<file path="src/rtl/data_cache.sv">
// Direct-mapped write-through, no-write-allocate L1 data cache.
// Load hits answer combinationally; misses stall for a line fill.
module data_cache #(
  parameter int ADDR_W     = 32,
  parameter int DATA_W     = 32,
  parameter int SETS       = 16,
  parameter int LINE_WORDS = 4
) (
  input  logic              clk,
  input  logic              reset,
  input  logic              rd_req,
  input  logic              wr_req,
  input  logic [ADDR_W-1:0] addr,
  input  logic [DATA_W-1:0] wdata,
  output logic              data_ready,
  output logic [DATA_W-1:0] data_response,
  output logic              wr_done,
  output logic              busy,
  output logic              mem_req,
  output logic              mem_we,
  output logic [ADDR_W-1:0] mem_addr,
  output logic [DATA_W-1:0] mem_wdata,
  input  logic              mem_ready,
  input  logic [DATA_W-1:0] mem_rdata
);

  localparam int OFF_W = $clog2(LINE_WORDS);
  localparam int IDX_W = $clog2(SETS);
  localparam int TAG_W = ADDR_W - 2 - OFF_W - IDX_W;

  typedef enum logic [1:0] {
    IDLE,
    FILL,
    WRITE
  } state_t;

  state_t state, state_n;

  logic [SETS-1:0]   valid;
  logic [TAG_W-1:0]  tags  [SETS];
  logic [DATA_W-1:0] lines [SETS][LINE_WORDS];
  logic [DATA_W-1:0] lbuf  [LINE_WORDS];
  logic [OFF_W-1:0]  cnt;

  logic [TAG_W-1:0] req_tag, mtag;
  logic [IDX_W-1:0] req_idx, midx;
  logic [OFF_W-1:0] req_off, moff;
  logic             hit, mhit, last;
  logic             unused;

  assign req_tag = addr[ADDR_W-1 -: TAG_W];
  assign req_idx = addr[2+OFF_W +: IDX_W];
  assign req_off = addr[2 +: OFF_W];

  // The registered memory address carries the tag/index of the
  // operation in flight, so no separate base register is kept.
  assign mtag = mem_addr[ADDR_W-1 -: TAG_W];
  assign midx = mem_addr[2+OFF_W +: IDX_W];
  assign moff = mem_addr[2 +: OFF_W];

  assign hit  = valid[req_idx] && (tags[req_idx] == req_tag);
  assign mhit = valid[midx] && (tags[midx] == mtag);
  assign last = (cnt == OFF_W'(LINE_WORDS - 1));

  assign unused = ^{addr[1:0]};

  assign busy       = (state != IDLE);
  assign data_ready = !reset && (state == IDLE) && rd_req && !wr_req && hit;
  assign data_response = data_ready ? lines[req_idx][req_off] : '0;
  assign wr_done    = !reset && (state == WRITE) && mem_ready;

  always_comb begin
    state_n = state;
    unique case (state)
      IDLE: begin
        if (wr_req) state_n = WRITE;
        else if (rd_req && !hit) state_n = FILL;
      end
      FILL:    if (mem_ready && last) state_n = IDLE;
      WRITE:   if (mem_ready) state_n = IDLE;
      default: state_n = IDLE;
    endcase
  end

  always_ff @(posedge clk) begin
    if (reset) state <= IDLE;
    else       state <= state_n;
  end

  always_ff @(posedge clk) begin
    if (reset) begin
      valid     <= '0;
      cnt       <= '0;
      mem_req   <= 1'b0;
      mem_we    <= 1'b0;
      mem_addr  <= '0;
      mem_wdata <= '0;
    end else begin
      unique case (state)
        IDLE: begin
          if (wr_req) begin
            mem_req   <= 1'b1;
            mem_we    <= 1'b1;
            mem_addr  <= {addr[ADDR_W-1:2], 2'b00};
            mem_wdata <= wdata;
          end else if (rd_req && !hit) begin
            mem_req  <= 1'b1;
            mem_we   <= 1'b0;
            cnt      <= '0;
            mem_addr <= {addr[ADDR_W-1:2+OFF_W], {(OFF_W+2){1'b0}}};
          end
        end
        FILL: begin
          if (mem_ready) begin
            if (last) begin
              mem_req     <= 1'b0;
              cnt         <= '0;
              valid[midx] <= 1'b1;
              tags[midx]  <= mtag;
              for (int w = 0; w < LINE_WORDS - 1; w++)
                lines[midx][w[OFF_W-1:0]] <= lbuf[w[OFF_W-1:0]];
              lines[midx][cnt] <= mem_rdata;
            end else begin
              lbuf[cnt] <= mem_rdata;
              cnt       <= cnt + OFF_W'(1);
              mem_addr  <= mem_addr + ADDR_W'(4);
            end
          end
        end
        WRITE: begin
          if (mem_ready) begin
            mem_req <= 1'b0;
            mem_we  <= 1'b0;
            if (mhit) lines[midx][moff] <= mem_wdata;
          end
        end
        default: ;
      endcase
    end
  end

endmodule

</file>
<file path="config.mk">
export PLATFORM = sky130hd
export DESIGN_NAME = data_cache
export DESIGN_NICKNAME = d
export VERILOG_FILES = /design/src/rtl/data_cache.sv
export SDC_FILE = /design/constraint.sdc
export NUM_CORES = 2
export LEC_CHECK = 0
export ABC_AREA = 1
export CAP_MARGIN = 20
export CORE_MARGIN = 2
export CORE_UTILIZATION = 45
export CTS_CLUSTER_SIZE = 24
export DETAILED_ROUTE_END_ITERATION = 10
export DONT_BUFFER_PORTS = 1
export HOLD_SLACK_MARGIN = 0.06
export PLACE_DENSITY_LB_ADDON = 0.12
export RECOVER_POWER = 50
export SKIP_CTS_REPAIR_TIMING = 1
export SLEW_MARGIN = 25
export SYNTH_ARGS = -nofsm -noshare
export SYNTH_HDL_FRONTEND = slang
export SYNTH_SLANG_ARGS = --single-unit
</file>
<file path="constraint.sdc">
create_clock -name clk -period 5.8 [get_ports clk]
set_input_delay 0.58 -clock clk [delete_from_list [all_inputs] [get_ports clk]]
set_output_delay 0.58 -clock clk [all_outputs]
set_load 0.1 [all_outputs]
</file>
---- Word level (Yosys, flattened, before mapping) ----
Memory sizes are Yosys's and may differ from the RTL's. A register that Yosys moved wholly into a read port is not among the register bits.
Cells that the tools add are included.
storage, ports and cells
  bits of input ports ..................... 101
  bits in writable memories ............... 2560
  register bits ........................... 86
  memories kept ........................... 3
  word-level logic and storage cells ...... 569
memory list
  name   words  width  rd ports  clocked after Yosys merged registers in  wr ports  RTL line  RTL
  lines  16     128    1         0                                        1         41        logic [DATA_W-1:0] lines [SETS][LINE_WORDS];
  tags   16     24     2         1                                        1         40        logic [TAG_W-1:0] tags [SETS];
  lbuf   4      32     3         0                                        1         42        logic [DATA_W-1:0] lbuf [LINE_WORDS];
operators by class
  muxes and demuxes ....................... 280
  eq/ne operators ......................... 13
  reduce and logical (&&, ||, !) cells .... 28
  add/subtract/negate cells ............... 2
  $lt $le $gt $ge ......................... 8
  bitwise operators ....................... 228
operators by type and width
  kind                     number
  $mux W32                 9
  $mux W128                2
  $mux W1                  248
  $or A1 B1 Y1             224
  $demux W32 S2            2
  $bmux W32 S2             1
  $pmux W32 S2             1
  $eq A24 B24 Y1           2
  $add A32 B3 Y32 const B  1
  $mux W2                  8
  $or A16 B16 Y16          1
  $logic_and A1 B1 Y1      13
  $ne A2 B2 Y1 const B     6
  $lt A4 B5 Y1 const B     2
  $ge A3 B3 Y1 const B     3
  $not A2 Y3               3
  $reduce_and A3 Y1        3
  $bmux W1 S4              2
  $mux W4                  2
  $reduce_and A4 Y1        2
  $lt A3 B1 Y1 const B     2
  $pmux W2 S3              1
  $reduce_bool A2 Y1       3
  $reduce_and A5 Y1        1
  14 further kinds         17

---- Depth between registers and ports, before layout ----
  word-level depth ........................ 10
  gate-level depth with buffers ........... 22
  gate-level depth less buffers ........... 20

---- Worst setup path before layout ----
Ideal clock, no wire load.
  path kind ............................... input to register
  start point ............................. input mem_ready
  end point ............................... memory lines[0][0] (netlist bit) (enable)
  stages .................................. 13
  required time ........................... 5368 ps
  path buffers ............................ 1
  arrival ................................. 4848 ps
  setup slack ............................. 520 ps
  path through ............................ inv_1 -> nor2_1 -> inv_1 -> nor2_1 -> nand3_1 -> nor3_1 -> nand2_1 -> nor3_1 -> nand2_1 -> nor2_2 -> nand3_2 -> buf_6 -> a21oi_1
between the ends
  longest elaborated chain between the ends .. 5
  elaborated cells on any way between the ends .. 9
ends and longest elaborated chain
  element                              RTL line  RTL
  start, declared                      23        input logic mem_ready,
  $mux W1, on equally long branches    114, 131
  $mux W1                              99        unique case (state)
  $mux W1                              91        if (reset) begin
  $mux W128, on equally long branches  122, 134
  $or A1 B1 Y1 (no source line) (*)    -
  end, declared                        41
Every way passes the cells marked *; elsewhere a longest branch is shown, timed or not.

---- Worst setup path after layout ----
  start point ............................. register mem_addr[4]
  end point ............................... memory tags[9][10] (netlist bit) (enable)
RTL lines
  element                 RTL line  RTL
  start, declared         21        output logic [ADDR_W-1:0] mem_addr,
  start signal, assigned  104       mem_addr <= {addr[ADDR_W-1:2], 2'b00};
  start signal, assigned  110       mem_addr <= {addr[ADDR_W-1:2+OFF_W], {(OFF_W+2){1'b0}}};
  start signal, assigned  126       mem_addr <= mem_addr + ADDR_W'(4);
  end, declared           40
Straight into the memory's write port.

==> out/qor.txt <==
Ys flop type - sky130_fd_sc_hd__edfxtp_1
Run status - complete, but fails checks
Initial Utilization - 45.15%
Core area - 245300 µm²
Setup CP Type - reg -> reg
Area enclosed by the die boundary - 250100 µm²
Capturing element of the worst setup path - tags[9][10]
Die X-Extent - 500.1 µm
First-pass GRT wire length - 523600 µm
Worst-path clk slew - 0.06 ns
Crit Reg-Reg Startpoint - mem_addr[4]
Maximum capacitance violations - 60
Launch point of the worst path - mem_addr[4]
Antenna violations before repair - 19
CP peak stage delay - 1.22 ns
Dominant delay contributor by cell family on the critical path - buffers and inverters
RSZ-0062 raised after global routing - false
Average wire length per cell after detail routing - 28.95 µm
R2R setup slack - 0.21 ns
Hold violation count in the final report - 0
Number of CTS-inserted buffers - 297
Number of nets in the layout - 9539
Chip Height - 500.1 µm
Share of Yosys cell area claimed by the top area cell type - 68.55%
Number of placed instances, taps included - 12260
Summed instance area of the synthesized netlist - 110700 µm²
Total leakage power - 42.58 nW
H-tree Lvls - 5
DRT Wirelength - 372700 µm
Power density cells - 371.9 nW/µm²
Number of remaining DRC errors - 0
Fraction of final layout cells with drive strength greater than 1 - 8.151%
Period Utilization, post-route - 96.44%
DRC marker count from the first detailed-route iteration - 9901
Async SR Flop Fraction - 0%
Maximum ir drop on the vdd rail - 0.4925 mV
Post-detailed-route via-to-cell ratio - 6.167
Average cell area after synthesis - 11.75 µm²
Post-synthesis sequential element count - 2616
DRT Pass-1 Iters - 7
Clock net sink count - 2616
Antenna violation net count after detailed routing - 0
Main area contributors after synthesis - sky130_fd_sc_hd__edfxtp_1, sky130_fd_sc_hd__nand2_1, sky130_fd_sc_hd__a21oi_1, sky130_fd_sc_hd__nand3_1, sky130_fd_sc_hd__o21ai_0
Normalized max-slew margin - -80.94%
Worst min-delay path category - in -> reg
Failing checks - max-capacitance violations, max-slew violations
Yosys warns - 0
Number of standard cells in the final layout excluding fillers - 12880
Arrival time at the worst endpoint - 6.10 ns
Clk Latency, worst-skew pair - 0.97 ns
Worst r2r dst - tags[9][10]
Critical path cell sequence - clkbuf_1, inv_1, nor2_1, nand2_1, nor2_1, clkbuf_1
Count of standard-cell rows - 182
CP Data Required Time - 6.31 ns
Sequential element share of the synthesized area - 70.14%
Slew Limit Fails - 1118
Final-report setup violation count - 0
Number of buffers and inverters on the critical path - 3
Clock root buffer master - sky130_fd_sc_hd__clkbuf_16
DR vias - 79420
Count of boundary I/O pins - 202
Layout overhead on the synthesized area - 13.71%
Clock tree from TritonCTS - built
Critical path's slowest cell - sky130_fd_sc_hd__clkbuf_1
Cell variety after synth - 47
All-Layer GR Usage - 28.70%
Highest clock frequency the design can meet - 178.8 MHz
Worst Setup End Kind - register
Crit. path cell count - 6
Crit path launch type - register
Cell type with the highest aggregate area in the netlist - sky130_fd_sc_hd__edfxtp_1
Detailed Place HPWL - 201400 µm
Synthesized instance count - 9422
Number of enable flip-flop cells after synthesis - 2528
Grt total ovfl - 0
Post-layout minimum cycle time - 5.594 ns
Maximum buffer depth of the clock tree - 4
Least-Margin Pin Slew - 2.714 ns
Worst r2r path cells - 6
Vias in the first global route - 74830
Maximum number of pins on one net before global-route repair - 475
Final weighted congestion in routability-driven placement - 0.9127
Sum of internal, switching and leakage power - 46.83 mW
Clock Skew - 0.07765 ns
Worst-path fanout max - 14
Port Buffer Count - 0
-- flip-flops by register name, indices dropped and copies added, names as in the netlist, named ones only --
register and cells:
lines 2048, tags 384, lbuf 96, mem_wdata 32, mem_addr 30, valid 16
cnt 2, state 2, mem_req 1, mem_we 1
-- metal layers --
metal  vias up  GRT usage (%)  routed length, µm
met4         8          10.29              13570
met5         -              0                 54
met3       693          5.747              35100
met1     39850          39.75             153800
met2      4164          45.03             170200
li1      34700              -                  -
-- layout by cell type, fill, tap and decap left out, types with 20 or more instances in the layout --
| cell | count |
|---|---|
| sky130_fd_sc_hd__o21ai_0 | 656 |
| sky130_fd_sc_hd__clkinv_1 | 59 |
| sky130_fd_sc_hd__buf_4 | 115 |
| sky130_fd_sc_hd__o211ai_1 | 185 |
| sky130_fd_sc_hd__clkbuf_4 | 20 |
| sky130_fd_sc_hd__clkbuf_16 | 304 |
| sky130_fd_sc_hd__o221ai_1 | 143 |
| sky130_fd_sc_hd__clkinv_2 | 49 |
| sky130_fd_sc_hd__a32o_1 | 89 |
| sky130_fd_sc_hd__buf_12 | 102 |
| sky130_fd_sc_hd__a21oi_4 | 42 |
| sky130_fd_sc_hd__clkbuf_1 | 147 |
| sky130_fd_sc_hd__xor2_1 | 22 |
| sky130_fd_sc_hd__nor2_1 | 564 |
| sky130_fd_sc_hd__nand2_1 | 2132 |
| sky130_fd_sc_hd__nand3_1 | 659 |
| sky130_fd_sc_hd__dlygate4sd3_1 | 86 |
| sky130_fd_sc_hd__nor2_2 | 35 |
| sky130_fd_sc_hd__a311o_1 | 37 |
| sky130_fd_sc_hd__inv_1 | 256 |
| sky130_fd_sc_hd__a21oi_1 | 793 |
| sky130_fd_sc_hd__a221oi_1 | 217 |
| sky130_fd_sc_hd__o22ai_1 | 25 |
| sky130_fd_sc_hd__dfxtp_1 | 82 |
| sky130_fd_sc_hd__a221o_1 | 39 |
| sky130_fd_sc_hd__edfxtp_1 | 2528 |
| sky130_fd_sc_hd__o311ai_0 | 54 |
-- cell usage after synthesis, types with 15 or more instances --
cell,number
sky130_fd_sc_hd__edfxtp_1,2528
sky130_fd_sc_hd__nand2_1,2136
sky130_fd_sc_hd__a21oi_1,836
sky130_fd_sc_hd__nand3_1,658
sky130_fd_sc_hd__o21ai_0,656
sky130_fd_sc_hd__nor2_1,605
sky130_fd_sc_hd__clkbuf_1,410
sky130_fd_sc_hd__inv_1,258
sky130_fd_sc_hd__a221oi_1,217
sky130_fd_sc_hd__o211ai_1,185
sky130_fd_sc_hd__buf_2,183
sky130_fd_sc_hd__o221ai_1,143
sky130_fd_sc_hd__a32o_1,89
sky130_fd_sc_hd__dfxtp_1,88
sky130_fd_sc_hd__buf_1,80
sky130_fd_sc_hd__o311ai_0,62
sky130_fd_sc_hd__a221o_1,39
sky130_fd_sc_hd__a311o_1,37
sky130_fd_sc_hd__buf_4,37
sky130_fd_sc_hd__o22ai_1,25
sky130_fd_sc_hd__xor2_1,22
sky130_fd_sc_hd__or2_2,18
sky130_fd_sc_hd__nor3_1,16
sky130_fd_sc_hd__nand4_1,15
-- stage by stage --
stage / setup TNS [ns] / setup WS [ns] / hold slack [ns] / cell area [µm²] / utilization (%)
5_1_grt: 0 / 0.08092 / 0.06157 / 125900 / 51.34
3_3_place_gp: 0 / 0.9672 / 0.4612 / 116800 / 47.61
6_report: 0 / 0.2062 / 0.04206 / 125900 / 51.35
3_5_place_dp: -1.752 / -0.07598 / 0.4690 / 117100 / 47.75
2_1_floorplan: 0 / 0.5203 / 0.4558 / 110700 / -
4_1_cts: -2.944 / -0.1118 / -0.3443 / 126000 / 51.39
-- where the power goes --
part           switching [mW]  total [mW]  internal [mW]  leakage, nW
sequential              0.735        21.9           21.2         23.5
combinational            5.54        7.26           1.72         14.7
clock                    7.40        17.6           10.2         4.38
-- how the worst min path moves through the flow --
stage             startpoint            to  depth (start not counted)
4_1_cts        mem_rdata[29]   lbuf[2][29]                          0
5_1_grt             addr[25]  mem_addr[25]                          6
2_1_floorplan       state[1]      state[1]                          2
3_3_place_gp        state[1]      state[1]                          2
6_report            addr[25]  mem_addr[25]                          6
3_5_place_dp        state[1]      state[1]                          2
-- cell type report --
| cell class | count | area (µm²) |
|---|---|---|
| antenna | 14 | 35.03 |
| clock buffer | 384 | 7935 |
| clock inverter | 131 | 991.0 |
| fill | 20900 | 119300 |
| inverter | 268 | 1047 |
| multi-input combinational | 5818 | 29590 |
| sequential | 2616 | 77690 |
| tap | 3220 | 4029 |
| timing repair buffer | 426 | 4613 |
-- worst min-delay path: stages --
cell	delay, ns
sky130_fd_sc_hd__inv_1	0.03
sky130_fd_sc_hd__nor2_1	0.08
sky130_fd_sc_hd__a21oi_1	0.05
sky130_fd_sc_hd__nand3_1	0.07
sky130_fd_sc_hd__nand2_1	0.05
sky130_fd_sc_hd__nor2_1	0.07
-- logic make-up (layout without fill, tap and decap cells) --
kind of cell / after synthesis / in the layout / share of synthesized area (%)
adders and majority gates: 11 / 11 / 0.1243
buffers and inverters: 989 / 1209 / 3.759
other: 1 / 16 / 0.003386
DFF: 2616 / 2616 / 70.14
xor gates and xnor gates: 26 / 26 / 0.2056
AOI/OAI and AO/OA: 2315 / 2315 / 13.13
and+or+nand+nor: 3464 / 3464 / 12.64
Note: power is estimated with default switching activity, not from simulation.
